$ cat src/rtl/player_controller.sv
// rtl/player_controller.sv - player sprite position/colour controller with auto-repeat moves.
// Optional build macro CLAMP_EDGES_EN: clamp at screen edges instead of wrapping.
module player_controller #(
  parameter int SCREEN_W     = 640,
  parameter int SCREEN_H     = 480,
  parameter int PLAYER_SIZE  = 12,
  parameter int START_H      = 314,
  parameter int START_V      = 234,
  parameter int STEP         = 1,
  parameter int REPEAT_DELAY = 8,
  parameter int REPEAT_RATE  = 2,
  parameter int NUM_COLORS   = 4
) (
  input  logic        btnClk,
  input  logic        rst,
  input  logic [3:0]  btns,
  input  logic        color_btn,
  input  logic        block_up,
  input  logic        block_down,
  input  logic        block_left,
  input  logic        block_right,
  output logic [31:0] player_hPos,
  output logic [31:0] player_vPos,
  output logic [3:0]  player_color,
  output logic        step,
  output logic        bump
);

  localparam logic [31:0] W32      = 32'(SCREEN_W);
  localparam logic [31:0] H32      = 32'(SCREEN_H);
  localparam logic [31:0] SIZE32   = 32'(PLAYER_SIZE);
  localparam logic [31:0] STEP32   = 32'(STEP);
  localparam logic [15:0] delayLoad = 16'(REPEAT_DELAY - 1);
  localparam logic [15:0] rateLoad  = 16'(REPEAT_RATE - 1);
  localparam logic [3:0]  lastColor = 4'(NUM_COLORS - 1);

  typedef enum logic {IDLE, HOLD} stateType;

  stateType    state, nextState;
  logic [15:0] count, nextCount;
  logic [3:0]  heldDir, nextDir;
  logic [31:0] nextH, nextV;
  logic        nextStep, nextBump;
  logic        colorPrev;
  logic        btnValid, attempt, blocked;
  logic [31:0] upV, downV, leftH, rightH;

  assign btnValid = (btns == 4'd8) || (btns == 4'd4) || (btns == 4'd2) || (btns == 4'd1);

`ifdef CLAMP_EDGES_EN
  assign upV    = (player_vPos < STEP32) ? 32'd0 : player_vPos - STEP32;
  assign downV  = (player_vPos + SIZE32 + STEP32 > H32) ? H32 - SIZE32 : player_vPos + STEP32;
  assign leftH  = (player_hPos < STEP32) ? 32'd0 : player_hPos - STEP32;
  assign rightH = (player_hPos + SIZE32 + STEP32 > W32) ? W32 - SIZE32 : player_hPos + STEP32;
`else
  assign upV    = (player_vPos < STEP32) ? H32 - SIZE32 : player_vPos - STEP32;
  assign downV  = (player_vPos + SIZE32 + STEP32 > H32) ? 32'd0 : player_vPos + STEP32;
  assign leftH  = (player_hPos < STEP32) ? W32 - SIZE32 : player_hPos - STEP32;
  assign rightH = (player_hPos + SIZE32 + STEP32 > W32) ? 32'd0 : player_hPos + STEP32;
`endif

  always_comb begin
    nextState = state;
    nextCount = count;
    nextDir   = heldDir;
    nextH     = player_hPos;
    nextV     = player_vPos;
    nextStep  = 1'b0;
    nextBump  = 1'b0;
    attempt   = 1'b0;
    blocked   = 1'b0;

    case (state)
      IDLE: begin
        if (btnValid) begin
          attempt   = 1'b1;
          nextDir   = btns;
          nextCount = delayLoad;
          nextState = HOLD;
        end
      end
      HOLD: begin
        if (btns == heldDir) begin
          if (count != 16'd0) begin
            nextCount = count - 16'd1;
          end else begin
            attempt   = 1'b1;
            nextCount = rateLoad;
          end
        end else if (btnValid) begin
          attempt   = 1'b1;
          nextDir   = btns;
          nextCount = delayLoad;
        end else begin
          nextState = IDLE;
        end
      end
      default: nextState = IDLE;
    endcase

    // Every attempt has btns equal to the (re)latched direction.
    if (attempt) begin
      case (btns)
        4'd8: begin blocked = block_up;    nextV = upV;    end
        4'd4: begin blocked = block_down;  nextV = downV;  end
        4'd2: begin blocked = block_right; nextH = rightH; end
        default: begin blocked = block_left; nextH = leftH; end
      endcase
      // A clamped move that lands where it started counts as a bump.
      if (blocked || (nextH == player_hPos && nextV == player_vPos)) begin
        nextH    = player_hPos;
        nextV    = player_vPos;
        nextBump = 1'b1;
      end else begin
        nextStep = 1'b1;
      end
    end
  end

  always_ff @(posedge btnClk or posedge rst) begin
    if (rst) begin
      state        <= IDLE;
      count        <= 16'd0;
      heldDir      <= 4'd0;
      player_hPos  <= 32'(START_H);
      player_vPos  <= 32'(START_V);
      player_color <= 4'd0;
      step         <= 1'b0;
      bump         <= 1'b0;
      colorPrev    <= 1'b0;
    end else begin
      state       <= nextState;
      count       <= nextCount;
      heldDir     <= nextDir;
      player_hPos <= nextH;
      player_vPos <= nextV;
      step        <= nextStep;
      bump        <= nextBump;
      colorPrev   <= color_btn;
      if (color_btn && !colorPrev)
        player_color <= (player_color == lastColor) ? 4'd0 : player_color + 4'd1;
    end
  end

endmodule

$ cat config.mk
export PLATFORM = sky130hd
export DESIGN_NAME = player_controller
export DESIGN_NICKNAME = d
export VERILOG_FILES = /design/src/rtl/player_controller.sv
export SDC_FILE = /design/constraint.sdc
export NUM_CORES = 1
export LEC_CHECK = 0
export CORE_MARGIN = 1.5
export CORE_UTILIZATION = 58
export DETAILED_ROUTE_END_ITERATION = 8
export PLACE_DENSITY = 0.8
export SLEW_MARGIN = 20
export SYNTH_ARGS = -nofsm -noshare
export SYNTH_HDL_FRONTEND = slang
export SYNTH_SLANG_ARGS = --single-unit
$ cat constraint.sdc
create_clock -name btnClk -period 8.43 [get_ports btnClk]
set_input_delay 0.843 -clock btnClk [delete_from_list [all_inputs] [get_ports btnClk]]
set_output_delay 0.843 -clock btnClk [all_outputs]
set_load 0.02 [all_outputs]
=== Yosys cells after proc, flatten, opt, wreduce, memory -nomap -nowiden ===
Index checks and enable logic that the tools add are counted.

* Register bits after elaboration: 92
* Output and inout bits: 70
* Word-level logic and storage cells: 72

* $add $sub $neg: 10
* $lt $le $gt $ge: 4
* Eq/ne operators: 9
* Mux-type cells: 28
* Bitwise operators: 2
* Reductions and logical operators: 10

{| class="wikitable"
|+ Operator list
! kind !! number
|-
| 32-bit 2-to-1 mux || 6
|-
| 32-bit by 1-bit adder with 32-bit output, second input constant || 4
|-
| 32-bit one-hot mux with 2 select lines || 2
|-
| 32-bit by 4-bit adder with 32-bit output, second input constant || 2
|-
| 32-bit equality test || 2
|-
| 32-bit by 1-bit less-than comparator with 1-bit output, second input constant || 2
|-
| 32-bit by 1-bit subtractor with 32-bit output, second input constant || 2
|-
| 16-bit 2-to-1 mux || 3
|-
| 32-bit by 10-bit greater-than comparator with 1-bit output, second input constant || 1
|-
| 32-bit by 9-bit greater-than comparator with 1-bit output, second input constant || 1
|-
| 16-bit one-hot mux with 2 select lines || 1
|-
| 16-bit nonzero test || 1
|-
| 16-bit by 1-bit subtractor with 16-bit output, second input constant || 1
|-
| 4-bit 2-to-1 mux || 3
|-
| 1-bit 2-to-1 mux || 9
|-
| 4-bit by 2-bit equality test with 1-bit output, second input constant || 2
|-
| 4-bit one-hot mux with 2 select lines || 1
|-
| 4-bit by 1-bit adder with 4-bit output, second input constant || 1
|-
| 4-bit by 1-bit equality test with 1-bit output, second input constant || 1
|-
| 4-bit by 3-bit equality test with 1-bit output, second input constant || 1
|-
| 4-bit equality test || 1
|-
| 4-bit equality test, second input constant || 1
|-
| 1-bit logical OR || 4
|-
| 1-bit one-hot mux with 2 select lines || 2
|-
| 7 further kinds || 9
|}

=== Logic depth before layout (Yosys ltp) ===
* Depth after elaboration: 13
* Mapped depth: 13
* Mapped depth without buffers: 12

=== Least setup slack after synthesis ===
No wires, ideal clock.

* Kind: register to register
* Start: register player_vPos[0]
* End: register player_vPos[18]
* Data arrival time: 3.371 ns
* Setup slack: 4.971 ns
* Cell stages (with the launch flop): 12
* Path buffers: 1
* Path through: dfrtp_1 > ha_1 > or3_4 > and3_4 > and2_4 > mux2_4 > a2bb2oi_1 > or4_1 > or4_1 > or3_1 > buf_6 > o211ai_1

* Word-level cells in the longest chain between the ends: 11

{| class="wikitable"
|+ Ends and longest elaborated chain
! item !! line !! source
|-
| start: declaration || 23 || <nowiki>output logic [31:0] player_vPos,</nowiki>
|-
| start signal: assignment || 126 || <nowiki>player_vPos <= 32'(START_V);</nowiki>
|-
| start signal: assignment || 136 || <nowiki>player_vPos <= nextV;</nowiki>
|-
| 32-bit by 4-bit adder with 32-bit output || 57 || <nowiki>assign downV = (player_vPos + SIZE32 + STEP32 > H32) ? 32'd0 : player_vPos + STEP32;</nowiki>
|-
| 32-bit by 1-bit adder with 32-bit output || 57 ||
|-
| 32-bit by 9-bit greater-than comparator with 1-bit output || 57 ||
|-
| 32-bit 2-to-1 mux || 57 ||
|-
| 32-bit one-hot mux with 2 select lines || 103 || <nowiki>case (btns)</nowiki>
|-
| 32-bit 2-to-1 mux || 102 || <nowiki>if (attempt) begin</nowiki>
|-
| 32-bit equality test || 110 || <nowiki>if (blocked || (nextH == player_hPos && nextV == player_vPos)) begin</nowiki>
|-
| 1-bit logical AND || 110 ||
|-
| 1-bit logical OR || 110 ||
|-
| 1-bit NOT (no line) || n/a ||
|-
| 2-bit AND reduction (no line) || n/a ||
|}

Several ways; a longest one is shown, not always the timed one. The select of a mux whose other input is x is not followed.
A chain may end at the register's enable or synchronous reset.

=== Worst setup path in the final report ===
* Start: input btns[3]
* End: register player_hPos[21]

* Word-level cells in the longest chain between the ends: 9

{| class="wikitable"
|+ Ends and longest elaborated chain
! item !! line !! source
|-
| start: declaration || 16 || <nowiki>input logic [3:0] btns,</nowiki>
|-
| 4-bit equality test or 4-bit by 3-bit equality test with 1-bit output (tied branches) || 48, 103 ||
|-
| 2-bit OR reduction (no line) || n/a ||
|-
| 32-bit one-hot mux with 2 select lines || 103 ||
|-
| 32-bit 2-to-1 mux || 102 ||
|-
| 32-bit equality test || 110 ||
|-
| 1-bit logical AND || 110 ||
|-
| 1-bit logical OR || 110 ||
|-
| 1-bit NOT (no line) || n/a ||
|-
| 2-bit AND reduction (no line) || n/a ||
|-
| end signal: assignment || 125 || <nowiki>player_hPos <= 32'(START_H);</nowiki>
|-
| end signal: assignment || 135 || <nowiki>player_hPos <= nextH;</nowiki>
|-
| end: declaration || 22 || <nowiki>output logic [31:0] player_hPos,</nowiki>
|}

Several ways; a longest one is shown, not always the timed one. The select of a mux whose other input is x is not followed.

==> summary.txt <==
Critical path
  • Critical path arrival: 4.78 ns
  • Cell family with most CP delay: buffers and inverters
  • Most common cell on crit path: inv_1
  • Setup crit start kind: input pin
  • Slowest cell on the critical path: clkdlybuf4s50_1
  • WS Path Type: input pin to flop
  • Critical-path maximum fanout: 31
  • Crit path largest cell delay: 0.61 ns
  • Buf/Inv on CP: 4
  • Worst EP required: roughly 8.7 ns
  • Critical path cell sequence: clkdlybuf4s50_1, maj3_1, or3_1, a221o_1, inv_1, nand3_1, buf_4, inv_1, nand2_1, o311ai_0, o21ai_0
  • Worst setup EP type: flop

Cells and area
  • Area occupied by registers: 0.002315 mm2
  • Area occupied by multi-input gates: about 0.0048 mm2
  • Layout area overhead: 14.40%
  • N_diodes: 0
  • Fraction of layout instances using a drive strength above 1: about 6.4%
  • FILL cells: about 1100
  • Post-layout util: approximately two thirds
  • Nets: 1042

Route
  • 1st-iter DRT viols: around 960
  • ANT nets after route: 0
  • DRC violations left: 0
  • Vias/cell: 6.716
  • Post-Route WL: 22870 um
  • Via count: 8053
  • 1st-pass router iterations: 5
  • Wire length per cell: 19.08 um

Status
  • Status: completed

Synthesis
  • Post-synth top area share: between 20% and 30%
  • Register area share after synthesis: 30.97%
  • Seq cells post-synth: 92
  • Post-synth EDFFs: 0
  • Cells after Synth: 1000
  • Ys flop type: dfrtp_1
  • Mux cell area share after synthesis: under 10%
  • Synth Area in XOR/XNOR: 4.219%
  • Synth cell count leaders: nand2_1 (102), o21ai_0 (94), nor2_1 (84), dfrtp_1 (82), a21oi_1 (62)
  • Syn Std Cell Area: 0.007473 mm2
  • Synth warn: 0
  • Top-count cell post-synth: nand2_1
  • Leading cell types by total area after synthesis: dfrtp_1 (27%), o21ai_0 (6.3%), nand2_1 (5.1%)
  • Post-synthesis adder-cell area fraction: 1.306%
  • Cell taking the most area after synthesis: dfrtp_1
  • Fraction of registers with async set/reset: 100.0%
  • Largest family of logic cells by synthesized area: simple AND/OR/NAND/NOR gates
  • Netlist cell types: 73
  • Post-Synth Simple-Gate Area: between 30 and 40%
  • Compound-Gate Fraction of Synth Area: around a quarter
  • Syn nets: ~1000
  • Synth Area per Inst: approximately 7.5 um2

GRT
  • Gr ovfl total: 0
  • Vias in the first global route: roughly 7400
  • Initial antenna violation count: 0
  • Largest net degree at the start of global routing: 57
  • All-layer global routing usage: between 30% and 40%
  • First-pass GRT wire length: 37260 um

Pwr
  • Leakage: approximately 3.2 nW
  • Overall Power: 0.001931 W
  • Max VDD drop: between 0.2 and 0.25 mV
  • Pwr dens: 225.8 mW/mm2

Clock network
  • CTS H-tree lvls: 3
  • Post-CTS Setup Bufs: 0
  • CTS Buf Count: 9
  • Resized cells post-CTS: 0
  • CTS tree: yes
  • Cell chosen for the clock root: clkbuf_16
  • Clk_lat worst skew: ~0.35 ns
  • Reg clk slew, reported paths: 0.07 ns
  • Hold Buf Count CTS: 0
  • Sink Count: 92
  • Clock Tree Buf Depth: 2

STA
  • Hold Violations, Final: 0
  • Minimum clock period: 4.563 ns
  • Setup TNS: 0 ns
  • Slew Limit Headroom: between 30 and 40%
  • Max Clock Skew: 0.005795 ns
  • Setup ws final: roughly 3.9 ns
  • Fmax: 219.1 MHz
  • Final cycle utilization of the critical path: 54.13%
  • # setup viols final: 0
  • RSZ-0062 raised after global routing: no
  • Final Slew Violations: 0
  • Worst-Margin Slew: 1.036 ns

Floorplanning
  • Die Y-Extent: around 120 um
  • Starting Density: 59.22%
  • Core area: 0.01262 mm2
  • Chip Width: 116.5 um
  • IO Pins: 81
  • DIE AREA: 0.01358 mm2
  • Number of core rows: 41

Min path
  • Worst hold path type: flop to flop

Place
  • Place WS: roughly 3.6 ns
  • DP HPWL: roughly 16000 um
  • IO buf count: 80
  • GPL Wtd Cong: about 0.97

Job
  • Max_cap viols: 0
state kept, by name, indices dropped and copies added (netlist names):
register / flops
bump: 1
colorPrev: 1
count: 16
heldDir: 4
player_color: 4
player_hPos: 32
player_vPos: 32
state: 1
step: 1
final cells by class:
type,instances,area share [%]
tap,172,2.517
clock inverter,3,0.5415
clock buffer,11,2.956
timing repair buffer,90,10.24
sequential,92,27.07
multi-input combinational,810,55.71
inverter,21,0.9513
logic make-up after synthesis:
family,Yosys count
buf+inv,98
compound gates,291
flops,92
fa+ha+maj,8
mux,11
xor+xnor,36
simple gates,464
per-layer routing:
layer	GRT usage (%)	part of all wire (%)	vias to the layer above	wire, um
li1	-	-	3779	-
met2	56.08	46	447	10630
met5	0	0	-	0
met3	4.930	8.3	69	1905
met1	46.37	42	3758	9550
met4	16.10	3.4	0	781
metrics by stage:
stage               cells  instance area (um2)  hold WS, ns
floorplan            1000                 7473       0.4575
global placement     1185                 8245       0.4816
detailed placement   1185                 8245       0.4858
CTS                  1199                 8544       0.4986
global route         1199                 8549       0.5094
finish               1199                 8549       0.4973
report_power, final:
part	leakage (nW)	internal [W]	total [W]	switching [W]
clock	0.144	0.000244	0.000419	0.000175
combinational	1.92	0.000329	0.000745	0.000416
sequential	1.16	0.000531	0.000767	0.000236
total	3.23	0.00110	0.00193	0.000827
final timing paths:
kind / startpoint / end / slack [ns] / cells past startpoint
max reg2reg: count[0] / player_hPos[21] / 4.08 / 12
min: count[12] / count[12] / 0.50 / 1
max in group asynchronous: rst / player_vPos[26] / 6.47 / 3
min in group asynchronous: rst / count[3] / 0.86 / 2
min reg2reg: count[12] / count[12] / 0.50 / 1
max: btns[3] / player_hPos[21] / 3.87 / 11
layout by cell type, fill, tap and decap left out, types with 11 or more instances in the layout:
master,count
nand2_1,102
dfrtp_1,82
nand3_1,56
o21ai_0,94
nor3_1,55
o211ai_1,15
clkdlybuf4s50_1,80
nor4_1,28
a31oi_1,23
and3_1,18
or4_1,11
inv_1,20
or3_1,25
or2_2,11
xor2_1,15
nand4_1,19
nor2_1,84
o31ai_1,15
xnor2_1,21
a21oi_1,62
Power figures use the tool's default switching activity.
